### config.mk
export PLATFORM = sky130hd
export DESIGN_NAME = dm_access_ctrl_flat
export DESIGN_NICKNAME = d
export VERILOG_FILES = /design/src/rtl/dm_access_ctrl_if.sv /design/src/rtl/dm_access_ctrl.sv /design/src/flat_wrapper.sv
export SDC_FILE = /design/constraint.sdc
export NUM_CORES = 1
export LEC_CHECK = 0
export CORE_ASPECT_RATIO = 1.25
export CORE_MARGIN = 5
export CORE_UTILIZATION = 40
export DETAILED_ROUTE_END_ITERATION = 10
export PLACE_DENSITY_LB_ADDON = 0.05
export SYNTH_ARGS = -nofsm -noshare
export SYNTH_HDL_FRONTEND = slang
export SYNTH_SLANG_ARGS = --single-unit
### constraint.sdc
create_clock -name clk -period 7.1 [get_ports clk]
set_input_delay 1.775 -clock clk [delete_from_list [all_inputs] [get_ports clk]]
set_output_delay 1.775 -clock clk [all_outputs]
set_load 0.05 [all_outputs]
### src/rtl/dm_access_ctrl_if.sv
// Bus bundle between the two requesters, the access controller and dm_12k.
// The slave modport is the controller's view; master is the environment
// (requesters plus memory).
interface dm_access_ctrl_if;
    logic        p0_req;
    logic [2:0]  p0_op;
    logic [13:0] p0_addr;
    logic [31:0] p0_wdata;
    logic        p0_ack;

    logic        p1_req;
    logic [2:0]  p1_op;
    logic [13:0] p1_addr;
    logic [31:0] p1_wdata;
    logic        p1_ack;

    logic [31:0] rdata;
    logic        err;
    logic        busy;

    logic [13:0] dm_addr;
    logic [31:0] dm_din;
    logic        dm_we;
    logic [31:0] dm_dout;

    modport slave (
        input  p0_req, p0_op, p0_addr, p0_wdata,
        input  p1_req, p1_op, p1_addr, p1_wdata,
        input  dm_dout,
        output p0_ack, p1_ack, rdata, err, busy,
        output dm_addr, dm_din, dm_we
    );

    modport master (
        output p0_req, p0_op, p0_addr, p0_wdata,
        output p1_req, p1_op, p1_addr, p1_wdata,
        output dm_dout,
        input  p0_ack, p1_ack, rdata, err, busy,
        input  dm_addr, dm_din, dm_we
    );
endinterface

### src/rtl/dm_access_ctrl.sv
// Two-port round-robin access controller for the 12 KB byte-array data
// memory. Word/half/byte loads with sign or zero extension; sub-word stores
// are read-modify-write because the memory always writes a full word.
module dm_access_ctrl #(
    parameter int unsigned MEM_BYTES = 12288
) (
    input  logic           clk,
    input  logic           rst_n,
    dm_access_ctrl_if.slave bus
);

    typedef enum logic [1:0] {IDLE, EXEC, MERGE, RESP} state_e;

    typedef enum logic [2:0] {
        OP_LW  = 3'b000,
        OP_LH  = 3'b001,
        OP_LHU = 3'b010,
        OP_LB  = 3'b011,
        OP_LBU = 3'b100,
        OP_SW  = 3'b101,
        OP_SH  = 3'b110,
        OP_SB  = 3'b111
    } op_e;

    state_e      state;
    logic        last;
    logic        gnt_port;
    op_e         op_q;
    logic [1:0]  lane_q;
    logic [15:0] wdata_q;

    logic        gnt_valid;
    logic        gnt_sel;
    op_e         sel_op;
    logic [13:0] sel_addr;
    logic [31:0] sel_wdata;
    logic        sel_err;

    // Extract the addressed lane of a memory word and extend it for the load op.
    function automatic logic [31:0] load_extract(input op_e op, input logic [1:0] lane,
                                                 input logic [31:0] word);
        logic [7:0]  b;
        logic [15:0] h;
        b = word[{lane, 3'b000} +: 8];
        h = lane[1] ? word[31:16] : word[15:0];
        case (op)
            OP_LH:   return {{16{h[15]}}, h};
            OP_LHU:  return {16'h0000, h};
            OP_LB:   return {{24{b[7]}}, b};
            OP_LBU:  return {24'h000000, b};
            default: return word;
        endcase
    endfunction

    // Replace the addressed byte or half of the old word with the store data.
    function automatic logic [31:0] store_merge(input op_e op, input logic [1:0] lane,
                                                input logic [31:0] word,
                                                input logic [15:0] wd);
        logic [31:0] m;
        m = word;
        if (op == OP_SB)
            m[{lane, 3'b000} +: 8] = wd[7:0];
        else
            m[{lane[1], 4'b0000} +: 16] = wd;
        return m;
    endfunction

    // Round-robin pick between the two requesters and error check of the winner.
    always_comb begin
        gnt_valid = bus.p0_req | bus.p1_req;
        gnt_sel   = bus.p1_req & (~bus.p0_req | ~last);
        sel_op    = op_e'(gnt_sel ? bus.p1_op : bus.p0_op);
        sel_addr  = gnt_sel ? bus.p1_addr : bus.p0_addr;
        sel_wdata = gnt_sel ? bus.p1_wdata : bus.p0_wdata;
        sel_err   = 1'b0;
        case (sel_op)
            OP_LW, OP_SW:        sel_err = (sel_addr[1:0] != 2'b00);
            OP_LH, OP_LHU, OP_SH: sel_err = sel_addr[0];
            default:             sel_err = 1'b0;
        endcase
        if ({18'd0, sel_addr} >= MEM_BYTES)
            sel_err = 1'b1;
    end

    // Controller FSM; every output is a register updated on state transitions.
    always_ff @(posedge clk or negedge rst_n) begin
        if (!rst_n) begin
            state       <= IDLE;
            last        <= 1'b1;
            gnt_port    <= 1'b0;
            op_q        <= OP_LW;
            lane_q      <= '0;
            wdata_q     <= '0;
            bus.p0_ack  <= 1'b0;
            bus.p1_ack  <= 1'b0;
            bus.rdata   <= '0;
            bus.err     <= 1'b0;
            bus.busy    <= 1'b0;
            bus.dm_we   <= 1'b0;
            bus.dm_addr <= '0;
            bus.dm_din  <= '0;
        end else begin
            bus.p0_ack <= 1'b0;
            bus.p1_ack <= 1'b0;
            bus.dm_we  <= 1'b0;
            case (state)
                IDLE: begin
                    if (gnt_valid) begin
                        last     <= gnt_sel;
                        gnt_port <= gnt_sel;
                        op_q     <= sel_op;
                        lane_q   <= sel_addr[1:0];
                        wdata_q  <= sel_wdata[15:0];
                        bus.busy <= 1'b1;
                        if (sel_err) begin
                            state      <= RESP;
                            bus.rdata  <= '0;
                            bus.err    <= 1'b1;
                            bus.p0_ack <= ~gnt_sel;
                            bus.p1_ack <= gnt_sel;
                        end else begin
                            state       <= EXEC;
                            bus.dm_addr <= {sel_addr[13:2], 2'b00};
                            if (sel_op == OP_SW) begin
                                bus.dm_din <= sel_wdata;
                                bus.dm_we  <= 1'b1;
                            end
                        end
                    end
                end
                EXEC: begin
                    if (op_q == OP_SH || op_q == OP_SB) begin
                        // The merge is folded straight into dm_din here, so the
                        // MERGE cycle drives the merged word with dm_we high.
                        state      <= MERGE;
                        bus.dm_din <= store_merge(op_q, lane_q, bus.dm_dout, wdata_q);
                        bus.dm_we  <= 1'b1;
                    end else begin
                        state      <= RESP;
                        bus.rdata  <= (op_q == OP_SW) ? '0
                                      : load_extract(op_q, lane_q, bus.dm_dout);
                        bus.err    <= 1'b0;
                        bus.p0_ack <= ~gnt_port;
                        bus.p1_ack <= gnt_port;
                    end
                end
                MERGE: begin
                    state      <= RESP;
                    bus.rdata  <= '0;
                    bus.err    <= 1'b0;
                    bus.p0_ack <= ~gnt_port;
                    bus.p1_ack <= gnt_port;
                end
                RESP: begin
                    state    <= IDLE;
                    bus.busy <= 1'b0;
                end
                default: begin
                    state    <= IDLE;
                    bus.busy <= 1'b0;
                end
            endcase
        end
    end

endmodule

### src/flat_wrapper.sv
// flat-port wrapper written by rule: the top's interface ports become plain ports
module dm_access_ctrl_flat 
#(
    parameter int unsigned MEM_BYTES = 12288
)
  (clk, rst_n, bus_p0_req, bus_p0_op, bus_p0_addr, bus_p0_wdata, bus_p1_req, bus_p1_op, bus_p1_addr, bus_p1_wdata, bus_dm_dout, bus_p0_ack, bus_p1_ack, bus_rdata, bus_err, bus_busy, bus_dm_addr, bus_dm_din, bus_dm_we);
  dm_access_ctrl_if bus_i ();
  input  logic clk;
  input  logic rst_n;
  input wire logic [$bits(bus_i.p0_req)-1:0] bus_p0_req;
  input wire logic [$bits(bus_i.p0_op)-1:0] bus_p0_op;
  input wire logic [$bits(bus_i.p0_addr)-1:0] bus_p0_addr;
  input wire logic [$bits(bus_i.p0_wdata)-1:0] bus_p0_wdata;
  input wire logic [$bits(bus_i.p1_req)-1:0] bus_p1_req;
  input wire logic [$bits(bus_i.p1_op)-1:0] bus_p1_op;
  input wire logic [$bits(bus_i.p1_addr)-1:0] bus_p1_addr;
  input wire logic [$bits(bus_i.p1_wdata)-1:0] bus_p1_wdata;
  input wire logic [$bits(bus_i.dm_dout)-1:0] bus_dm_dout;
  output wire logic [$bits(bus_i.p0_ack)-1:0] bus_p0_ack;
  output wire logic [$bits(bus_i.p1_ack)-1:0] bus_p1_ack;
  output wire logic [$bits(bus_i.rdata)-1:0] bus_rdata;
  output wire logic [$bits(bus_i.err)-1:0] bus_err;
  output wire logic [$bits(bus_i.busy)-1:0] bus_busy;
  output wire logic [$bits(bus_i.dm_addr)-1:0] bus_dm_addr;
  output wire logic [$bits(bus_i.dm_din)-1:0] bus_dm_din;
  output wire logic [$bits(bus_i.dm_we)-1:0] bus_dm_we;
  assign bus_i.p0_req = bus_p0_req;
  assign bus_i.p0_op = bus_p0_op;
  assign bus_i.p0_addr = bus_p0_addr;
  assign bus_i.p0_wdata = bus_p0_wdata;
  assign bus_i.p1_req = bus_p1_req;
  assign bus_i.p1_op = bus_p1_op;
  assign bus_i.p1_addr = bus_p1_addr;
  assign bus_i.p1_wdata = bus_p1_wdata;
  assign bus_i.dm_dout = bus_dm_dout;
  assign bus_p0_ack = bus_i.p0_ack;
  assign bus_p1_ack = bus_i.p1_ack;
  assign bus_rdata = bus_i.rdata;
  assign bus_err = bus_i.err;
  assign bus_busy = bus_i.busy;
  assign bus_dm_addr = bus_i.dm_addr;
  assign bus_dm_din = bus_i.dm_din;
  assign bus_dm_we = bus_i.dm_we;
  dm_access_ctrl #(.MEM_BYTES(MEM_BYTES)) u_core (.clk(clk), .rst_n(rst_n), .bus(bus_i));
endmodule
==> run metrics, run 1 <==
WP data arrival 4.91 ns; RSZ-0062 raised after global routing false; WHS 0.481 ns; largest net degree at the start of global routing 65; Period Utilization, post-route 65.6%; DP HPWL 17800 µm; Die ar. 19700 µm²; layout cell share with drive strength beyond 1 under 10%; Reg area 2650 µm²; Core Area 16800 µm²; Layout Nets 1040; GRT Util Overall 22.9%; Vias/cell 5.57; metal2 WL 11400 µm; WS Path Type in2reg; Root Driver clkbuf_16; clock skew 0.0157 ns; EDFF count, synth 0; Final setup viols 0; #FFs+latches synth 106; Leakage 4.17 nW; Synth area leader dfrtp_1; PortBufs 214; num rows 53; setup TNS 0 ns; Warnings, synthesis 0; Syn Area/Cell 9.51 µm²; remaining antenna violation count 0; H-tree depth 3; Worst VDD drop 0.310 mV; Synth area leaders dfrtp_1, mux2i_1, mux2_4; Critical Path RT between 7 and 8 ns; Clock Latency Late Sink 0.36 ns; antenna violations before repair 0; kind of start point of the critical path input pin; setup bufs post-CTS 0; DR pass1 iterations 5; first-pass GRT wire length 35600 µm; fmax between 200 and 250 MHz; post-layout minimum cycle time 4.66 ns; # diodes 0; DR vias between 6000 and 7000; grt ovf 0; Top Layer Used met4; CTS Buf Count 9; met1 wire length about 9500 µm; vias in the first global route 6412; HP Class reg2reg; initial core utilization 40.5%; multi-input logic area approximately 3700 µm²; FFs w/ async S/R, synth 100%; wire length on met3 1660 µm; clock transition at the registers of the reported paths approximately 0.080 ns; max-slew violations 0; Least-Margin Pin Slew 1.35 ns; Max clock buf depth 2; cells after synthesis 714; sequential-to-total area share from yosys stat 39.1%; Die Ht ~160 µm; io pins 217; routed len/inst 20.7 µm; fillers between 1500 and 2000; CP max FO 32; area grow syn2layout 37.3%; Netlist cell types 60; relative slew slack 9.06%; clock sink total 106; Netlist Area Pre-Place 6790 µm²; DR DRC count 0; Max-cap violations 0; critical path endpoint category flop; post_cts resized 0; initial DRC count 399; status complete, no violations; endpoints failing hold 0; PD cells 491 nW/µm²; die width 127 µm; CTS tree yes; share of the synthesized area in the top cell type 38.7%; Synth Flop Type dfrtp_1; Hold-fix buffers, CTS 0; final wirelength 23200 µm; Placer Congestion 0.881
## layer usage
layer / vias to the layer above / GRT usage (%)
met5: - / 0
met1: 3002 / 28.8
met2: 274 / 38.7
met4: 0 / 7.77
met3: 32 / 5.34
li1: 2947 / -
## per-stage QoR
step / cell area, µm² / utilization [%] / worst slack (ns) / instances / total power (W)
CTS: 9320 / 55.6 / 2.42 / 1122 / 0.00461
global route: 9320 / 55.6 / 2.24 / 1122 / 0.00485
floorplan: 6790 / - / 3.67 / 715 / 0.00320
detailed placement: 9020 / 53.7 / 2.02 / 1106 / 0.00408
global placement: 9020 / 53.7 / 2.11 / 1106 / 0.00403
finish: 9320 / 55.6 / 2.44 / 1122 / 0.00458
## cell type report
class                           count  share of cell area [%]
Clock inverter                      7                   0.859
Tap cell                          220                    2.95
Multi-Input combinational cell    519                    40.2
Sequential cell                   106                    28.5
Clock buffer                        9                    2.42
Inverter                           40                    1.61
Timing Repair Buffer              221                    23.5
## report_power, final
part | total, W | switching, W | leakage (nW) | internal, W
logic | 0.00292 | 0.00177 | 2.69 | 0.00115
clock network | 0.000509 | 0.000258 | 0.146 | 0.000251
registers | 0.00115 | 0.000256 | 1.33 | 0.000894
## critical path, stage by stage
cell,delay (ns)
clkdlybuf4s50_1,0.54
nand2_1,0.10
and2_1,0.44
o211a_2,0.30
o21bai_2,0.71
o31a_4,0.64
mux2_4,0.35
## sequential cells by signal, summed over array words and instances (netlist names)
register / cells
u_core.bus.busy: 1
u_core.bus.dm_addr: 12
u_core.bus.dm_din: 32
u_core.bus.dm_we: 1
u_core.bus.err: 1
u_core.bus.p0_ack: 1
u_core.bus.p1_ack: 1
u_core.bus.rdata: 32
u_core.gnt_port: 1
u_core.lane_q: 2
u_core.last: 1
u_core.op_q: 3
u_core.state: 2
u_core.wdata_q: 16
## path summary, 6_finish.rpt
| check | startpoint | endpoint | slack [ns] | depth (start not counted) |
|---|---|---|---|---|
| max in group asynchronous | rst_n | u_core.bus.dm_addr[10] | 4.43 | 2 |
| min reg2reg | u_core.bus.dm_addr[7] | u_core.bus.dm_addr[7] | 0.48 | 2 |
| max | bus_p0_req | u_core.bus.dm_din[21] | 2.44 | 7 |
| max reg2reg | u_core.lane_q[1] | u_core.bus.dm_din[26] | 3.01 | 8 |
| min | u_core.bus.dm_addr[7] | u_core.bus.dm_addr[7] | 0.48 | 2 |
| min in group asynchronous | rst_n | u_core.bus.rdata[29] | 1.41 | 1 |
## cells in the mapped netlist, types with 4 or more instances
library cell / count
mux2_1: 8
buf_2: 11
mux2_4: 30
a222oi_1: 8
dfrtp_1: 105
o221a_2: 8
a31oi_1: 12
ha_1: 9
o21bai_1: 7
nand2_1: 89
a22oi_1: 8
a221oi_1: 16
nand2b_1: 12
buf_6: 4
mux2_2: 10
nand3_1: 4
o21ai_1: 6
buf_1: 5
clkbuf_1: 25
o221ai_1: 7
o22ai_1: 8
mux2i_1: 85
nor2_1: 38
buf_4: 5
a21oi_1: 49
o21ai_0: 68
inv_1: 39
## cells in the final DEF (no fill, tap or decap), types with 10 or more instances in the layout
master / netlist / layout
a21oi_1: 49 / 49
nand2b_1: 12 / 12
mux2i_1: 85 / 85
mux2_4: 30 / 30
clkdlybuf4s50_1: 0 / 213
nor2_1: 38 / 38
nand2_1: 89 / 88
a221oi_1: 16 / 16
o21ai_0: 68 / 67
a31oi_1: 12 / 12
inv_1: 39 / 39
dfrtp_1: 105 / 105
mux2_2: 10 / 10
## cell families after synthesis
logic type / synth area share [%]
flops: 39.1
buf+inv: 5.90
mux: 22.2
other cells: 0.0552
fa+ha+maj: 1.66
compound gates: 20.8
xor+xnor: 0.129
simple gates: 10.2
Power figures use the tool's default switching activity.
==> inputs of run 2 (changes only) <==
==> constraint.sdc (replaced) <==
create_clock -name clk -period 4.2 [get_ports clk]
set_input_delay 1.05 -clock clk [delete_from_list [all_inputs] [get_ports clk]]
set_output_delay 1.05 -clock clk [all_outputs]
set_load 0.05 [all_outputs]
==> run metrics, run 2 (same netlist as run 1, synthesis figures left out) <==
status complete, no violations; Die Ht 156 µm (unchanged); Least-Margin Pin Slew 1.14 ns (-0.208 ns); initial DRC count 478 (+20%); GRT Util Overall 22.0% (-0.91 points); largest net degree at the start of global routing 107 (+65%); Non-Filler Instances 1129 (+0.62%); # diodes 0 (unchanged); CTS Buf Count 9 (unchanged); Die ar. 19700 µm² (unchanged); Largest regs u_core.bus.dm_din x32, u_core.bus.rdata x32, u_core.wdata_q x16; Max-cap violations 0 (unchanged); DR DRC count 0 (unchanged); fmax roughly 320 MHz; relative slew slack 23.1% (+14 points); Layout Nets 1047 (+0.67%); Leakage 4.21 nW (+0.98%); commonest non-fill, non-tap cell in the layout clkdlybuf4s50_1; Vias/cell 5.46 (-2.1%); Worst VDD drop 0.482 mV (+55%); post-layout minimum cycle time 3.17 ns; setup TNS 0 ns (unchanged); DP HPWL 17300 µm (-2.9%); WS Path Type in2reg; layout cell share with drive strength beyond 1 9.79% (+0.70 points); end point of the critical path u_core.bus.dm_din[20]; Max clock buf depth 2 (unchanged); Core Area 16800 µm² (unchanged); initial core utilization 40.5% (unchanged); fillers 1529 (-0.33%); HP Class reg2reg; CTS tree yes; commonest non-fill, non-tap cells in the layout clkdlybuf4s50_1, dfrtp_1, nand2_1; CP max FO 32 (unchanged); critical path endpoint category flop; routed len/inst 19.8 µm (-4.3%); CP Launch Point bus_p0_req; antenna violations before repair 0 (unchanged); Critical Path RT 4.44 ns (-2.91 ns); PD cells 823 nW/µm² (+68%); max-slew violations 0 (unchanged); RSZ-0062 raised after global routing false; remaining antenna violation count 0 (unchanged); endpoints failing hold 0 (unchanged); DR pass1 iterations 6 (+1); Root Driver clkbuf_16; H-tree depth 3 (unchanged); Placer Congestion 0.901 (+2.3%); num rows 53 (unchanged); post_cts resized 0 (unchanged); Period Utilization, post-route between 70 and 80%; FF-to-FF Start u_core.op_q[1]; flop2flop setup slack 1.13 ns (-1.88 ns); first-pass GRT wire length 34200 µm (-4.0%); clock sink total 106 (unchanged); final wirelength 22300 µm (-3.7%); area grow syn2layout 38.3%; vias in the first global route 6156 (-4.0%); cell count after placement 1112 (+0.54%); Final setup viols 0 (unchanged); kind of start point of the critical path input pin; PortBufs 214 (unchanged); setup bufs post-CTS 0 (unchanged); Hold-fix buffers, CTS 0 (unchanged); Clock Latency Late Sink 0.36 ns (about the same); grt ovf 0 (unchanged); clock skew 0.00927 ns (-0.00648 ns); WP data arrival 3.41 ns (-1.50 ns); DR vias 6160 (-1.5%); die width 127 µm (unchanged); FF-to-FF path depth 5 (-3); io pins 217 (unchanged); clock transition at the registers of the reported paths 0.08 ns (about the same); worst reg2reg endpoint u_core.bus.dm_din[23]
[run 2: changes by cell type in the layout (fill, tap and decap cells not counted), sizes merged]
cell    change
buf         +6
clkbuf      +2
clkinv      -2
inv         +1
[run 2: critical path, cell delays in order]
cell and delay (ns):
clkdlybuf4s50_1 0.54, nand2_1 0.10, and2_1 0.21, buf_4 0.22
a41oi_1 0.31, o31a_4 0.58, mux2_4 0.35
[run 2: through the flow]
stage                     hold WS, ns  util, %  total power [W]  instance area (µm²)  setup slack [ns]
after floorplan                 0.467        -          0.00541                 6790              1.49
after global placement          0.463     54.2          0.00683                 9090             0.687
after detailed placement        0.473     54.2          0.00690                 9090             0.644
after CTS                       0.491     55.9          0.00778                 9380              1.01
after global routing            0.509     55.9          0.00819                 9390             0.879
final                           0.484     55.9          0.00772                 9390              1.03
[run 2: power breakdown]
group / internal (W) / switching, W
logic: 0.00197 / 0.00298
clock network: 0.000433 / 0.000417
registers: 0.00151 / 0.000418
[run 2: how the worst min path moves through the flow]
stage,end,start,cells after the start
finish,u_core.bus.dm_addr[11],u_core.bus.dm_addr[11],2
global route,u_core.bus.dm_addr[7],u_core.bus.dm_addr[7],2
CTS,u_core.bus.dm_addr[11],u_core.bus.dm_addr[11],2
detailed placement,u_core.bus.dm_addr[11],u_core.bus.dm_addr[11],2
global placement,u_core.bus.dm_addr[10],u_core.bus.dm_addr[10],2
floorplan,u_core.bus.p0_ack,u_core.gnt_port,1
[run 2: cell type report]
class,instances,area [µm²],area share [%]
clock inverter,6,56.3,0.600
multi-input combinational,519,3740,39.9
clock buffer,10,239,2.55
inverter,40,150,1.60
timing repair buffer,228,2270,24.2
tap,220,275,2.93
sequential,106,2650,28.3
[run 2: per-layer routing]
metal | vias to the layer above | part of all wire, % | global-route usage, %
li1 | 2975 | - | -
met1 | 2934 | 41 | 27.6
met2 | 227 | 49 | 37.6
met3 | 24 | 6.9 | 4.49
met4 | 0 | 2.3 | 7.66
met5 | - | 0 | 0
==> inputs of run 3 (changes only) <==
==> constraint.sdc (replaced) <==
create_clock -name clk -period 2.73 [get_ports clk]
set_input_delay 0.6825 -clock clk [delete_from_list [all_inputs] [get_ports clk]]
set_output_delay 0.6825 -clock clk [all_outputs]
set_load 0.05 [all_outputs]
==> run metrics, run 3 (same netlist as run 1, synthesis figures left out) <==
Die Ht 156 µm (unchanged); first-pass GRT wire length 36400 µm (+6.6%); relative slew slack 14.6% (-8.5 points); WS Path Type in2reg; FF-to-FF Start u_core.lane_q[1]; DR DRC count 0 (unchanged); initial core utilization 40.5% (unchanged); Root Driver clkbuf_16; critical path endpoint category flop; Design Power 0.0123 W (+59%); # diodes 0 (unchanged); Least-Margin Pin Slew 1.26 ns (+0.126 ns); RSZ-0062 raised after global routing false; HP Class in2async; Leakage 4.45 nW (+5.8%); clock transition at the registers of the reported paths 0.08 ns (about the same); routed len/inst 19.9 µm (+0.60%); Core Area 16800 µm² (unchanged); layout cell share with drive strength beyond 1 14.2% (+4.4 points); PortBufs 214 (unchanged); clock skew 0.0108 ns (+0.00153 ns); design area 9790 µm² (+4.3%); FF-to-FF path depth 5 (unchanged); worst setup margin 0.105 ns (-0.924 ns); setup bufs post-CTS 0 (unchanged); Max-cap violations 0 (unchanged); Clock Latency Late Sink 0.36 ns (about the same); placed cell areas 9470 µm² (+4.2%); worst reg2reg endpoint u_core.bus.dm_din[22]; status complete, no violations; antenna violations before repair 0 (unchanged); GRT Util Overall 23.3% (+1.3 points); Vias/cell 5.48 (+0.48%); Non-Filler Instances 1174 (+4.0%); Final setup viols 0 (unchanged); WP data arrival 2.87 ns (-0.54 ns); initial DRC count 414 (-13%); PD cells 1250 nW/µm² (+53%); DR pass1 iterations 5 (-1); die width 127 µm (unchanged); final core utilization 58.4% (+2.4 points); grt ovf 0 (unchanged); remaining antenna violation count 0 (unchanged); endpoints failing hold 0 (unchanged); area grow syn2layout 44.3%; max-slew violations 0 (unchanged); fmax 381 MHz; final wirelength 23400 µm (+4.6%); Critical Path RT 2.97 ns (-1.47 ns); DP HPWL 18500 µm (+6.9%); commonest non-fill, non-tap cell in the layout clkdlybuf4s50_1; Placer Congestion 0.922 (+2.3%); CTS Buf Count 9 (unchanged); commonest non-fill, non-tap cells in the layout clkdlybuf4s50_1, dfrtp_1, nand2_1; Max clock buf depth 2 (unchanged); DR vias 6436 (+4.5%); largest net degree at the start of global routing 50 (-53%); clock sink total 106 (unchanged); CTS tree yes; Largest regs u_core.bus.dm_din x32, u_core.bus.rdata x32, u_core.wdata_q x16; Worst VDD drop 0.574 mV (+19%); Layout Nets 1092 (+4.3%); post-layout minimum cycle time 2.63 ns; Die ar. 19700 µm² (unchanged); CP max FO 31 (-3.1%); Period Utilization, post-route 96.2%; cell count after placement 1158 (+4.1%); pre-CTS setup slack -0.255 ns (-0.898 ns); fillers 1499 (-2.0%); num rows 53 (unchanged); vias in the first global route 6666 (+8.3%); io pins 217 (unchanged); H-tree depth 3 (unchanged); flop2flop setup slack 0.23 ns (-0.90 ns); kind of start point of the critical path input pin
run 3: timing repair:
item	4_1_cts	5_1_grt
setup endpoints to repair	0	8
hold buffers	0	0
resized for setup	0	1
run 3: how the worst max path moves through the flow:
stage                startpoint                    end  slack [ns]  cells past startpoint
3_3_place_gp       bus_p0_op[2]   u_core.bus.dm_din[1]       -0.23                      9
2_1_floorplan  u_core.lane_q[1]   u_core.bus.dm_din[0]        0.35                      9
3_5_place_dp       bus_p0_op[2]  u_core.bus.dm_din[26]       -0.25                      9
4_1_cts        u_core.lane_q[0]  u_core.bus.dm_din[24]        0.09                      8
6_report           bus_p0_op[2]  u_core.bus.dm_din[17]        0.10                      9
5_1_grt            bus_p0_op[2]  u_core.bus.dm_din[17]       0.003                      9
run 3: report_power, final:
part | leakage, nW | internal, W | switching (W)
combinational | 2.97 | 0.00326 | 0.00477
clock | 0.153 | 0.000738 | 0.000668
sequential | 1.33 | 0.00233 | 0.000530
total | 4.45 | 0.00632 | 0.00597
run 3: cell type report:
| type | count | area [µm²] | area share, % |
|---|---|---|---|
| sequential | 106 | 2650 | 27.1 |
| clock buffer | 9 | 225 | 2.30 |
| tap | 220 | 275 | 2.81 |
| clock inverter | 7 | 93.8 | 0.958 |
| inverter | 40 | 150 | 1.53 |
| timing repair buffer | 273 | 2650 | 27.0 |
| multi-input combinational | 519 | 3750 | 38.3 |
run 3: per-layer routing:
layer / wire, µm / vias up / GRT usage [%]
met2: 11800 / 244 / 40.4
met1: 9410 / 3101 / 28.5
li1: - / 3059 / -
met5: 0 / - / 0
met4: 542 / 0 / 7.66
met3: 1670 / 32 / 5.55
run 3: worst max-delay path: stages:
cell and delay (ns):
clkdlybuf4s50_1 0.49, nor3b_1 0.18, a21oi_1 0.06, buf_4 0.14
a221oi_4 0.28, o21bai_2 0.11, o31a_4 0.36, buf_12 0.18
mux2_4 0.32
run 3: stage by stage:
stage               setup TNS (ns)  hold slack (ns)
finish                           0            0.244
floorplan                        0            0.387
global placement            -10.63            0.464
global route                     0            0.277
CTS                              0            0.252
detailed placement          -12.05            0.477
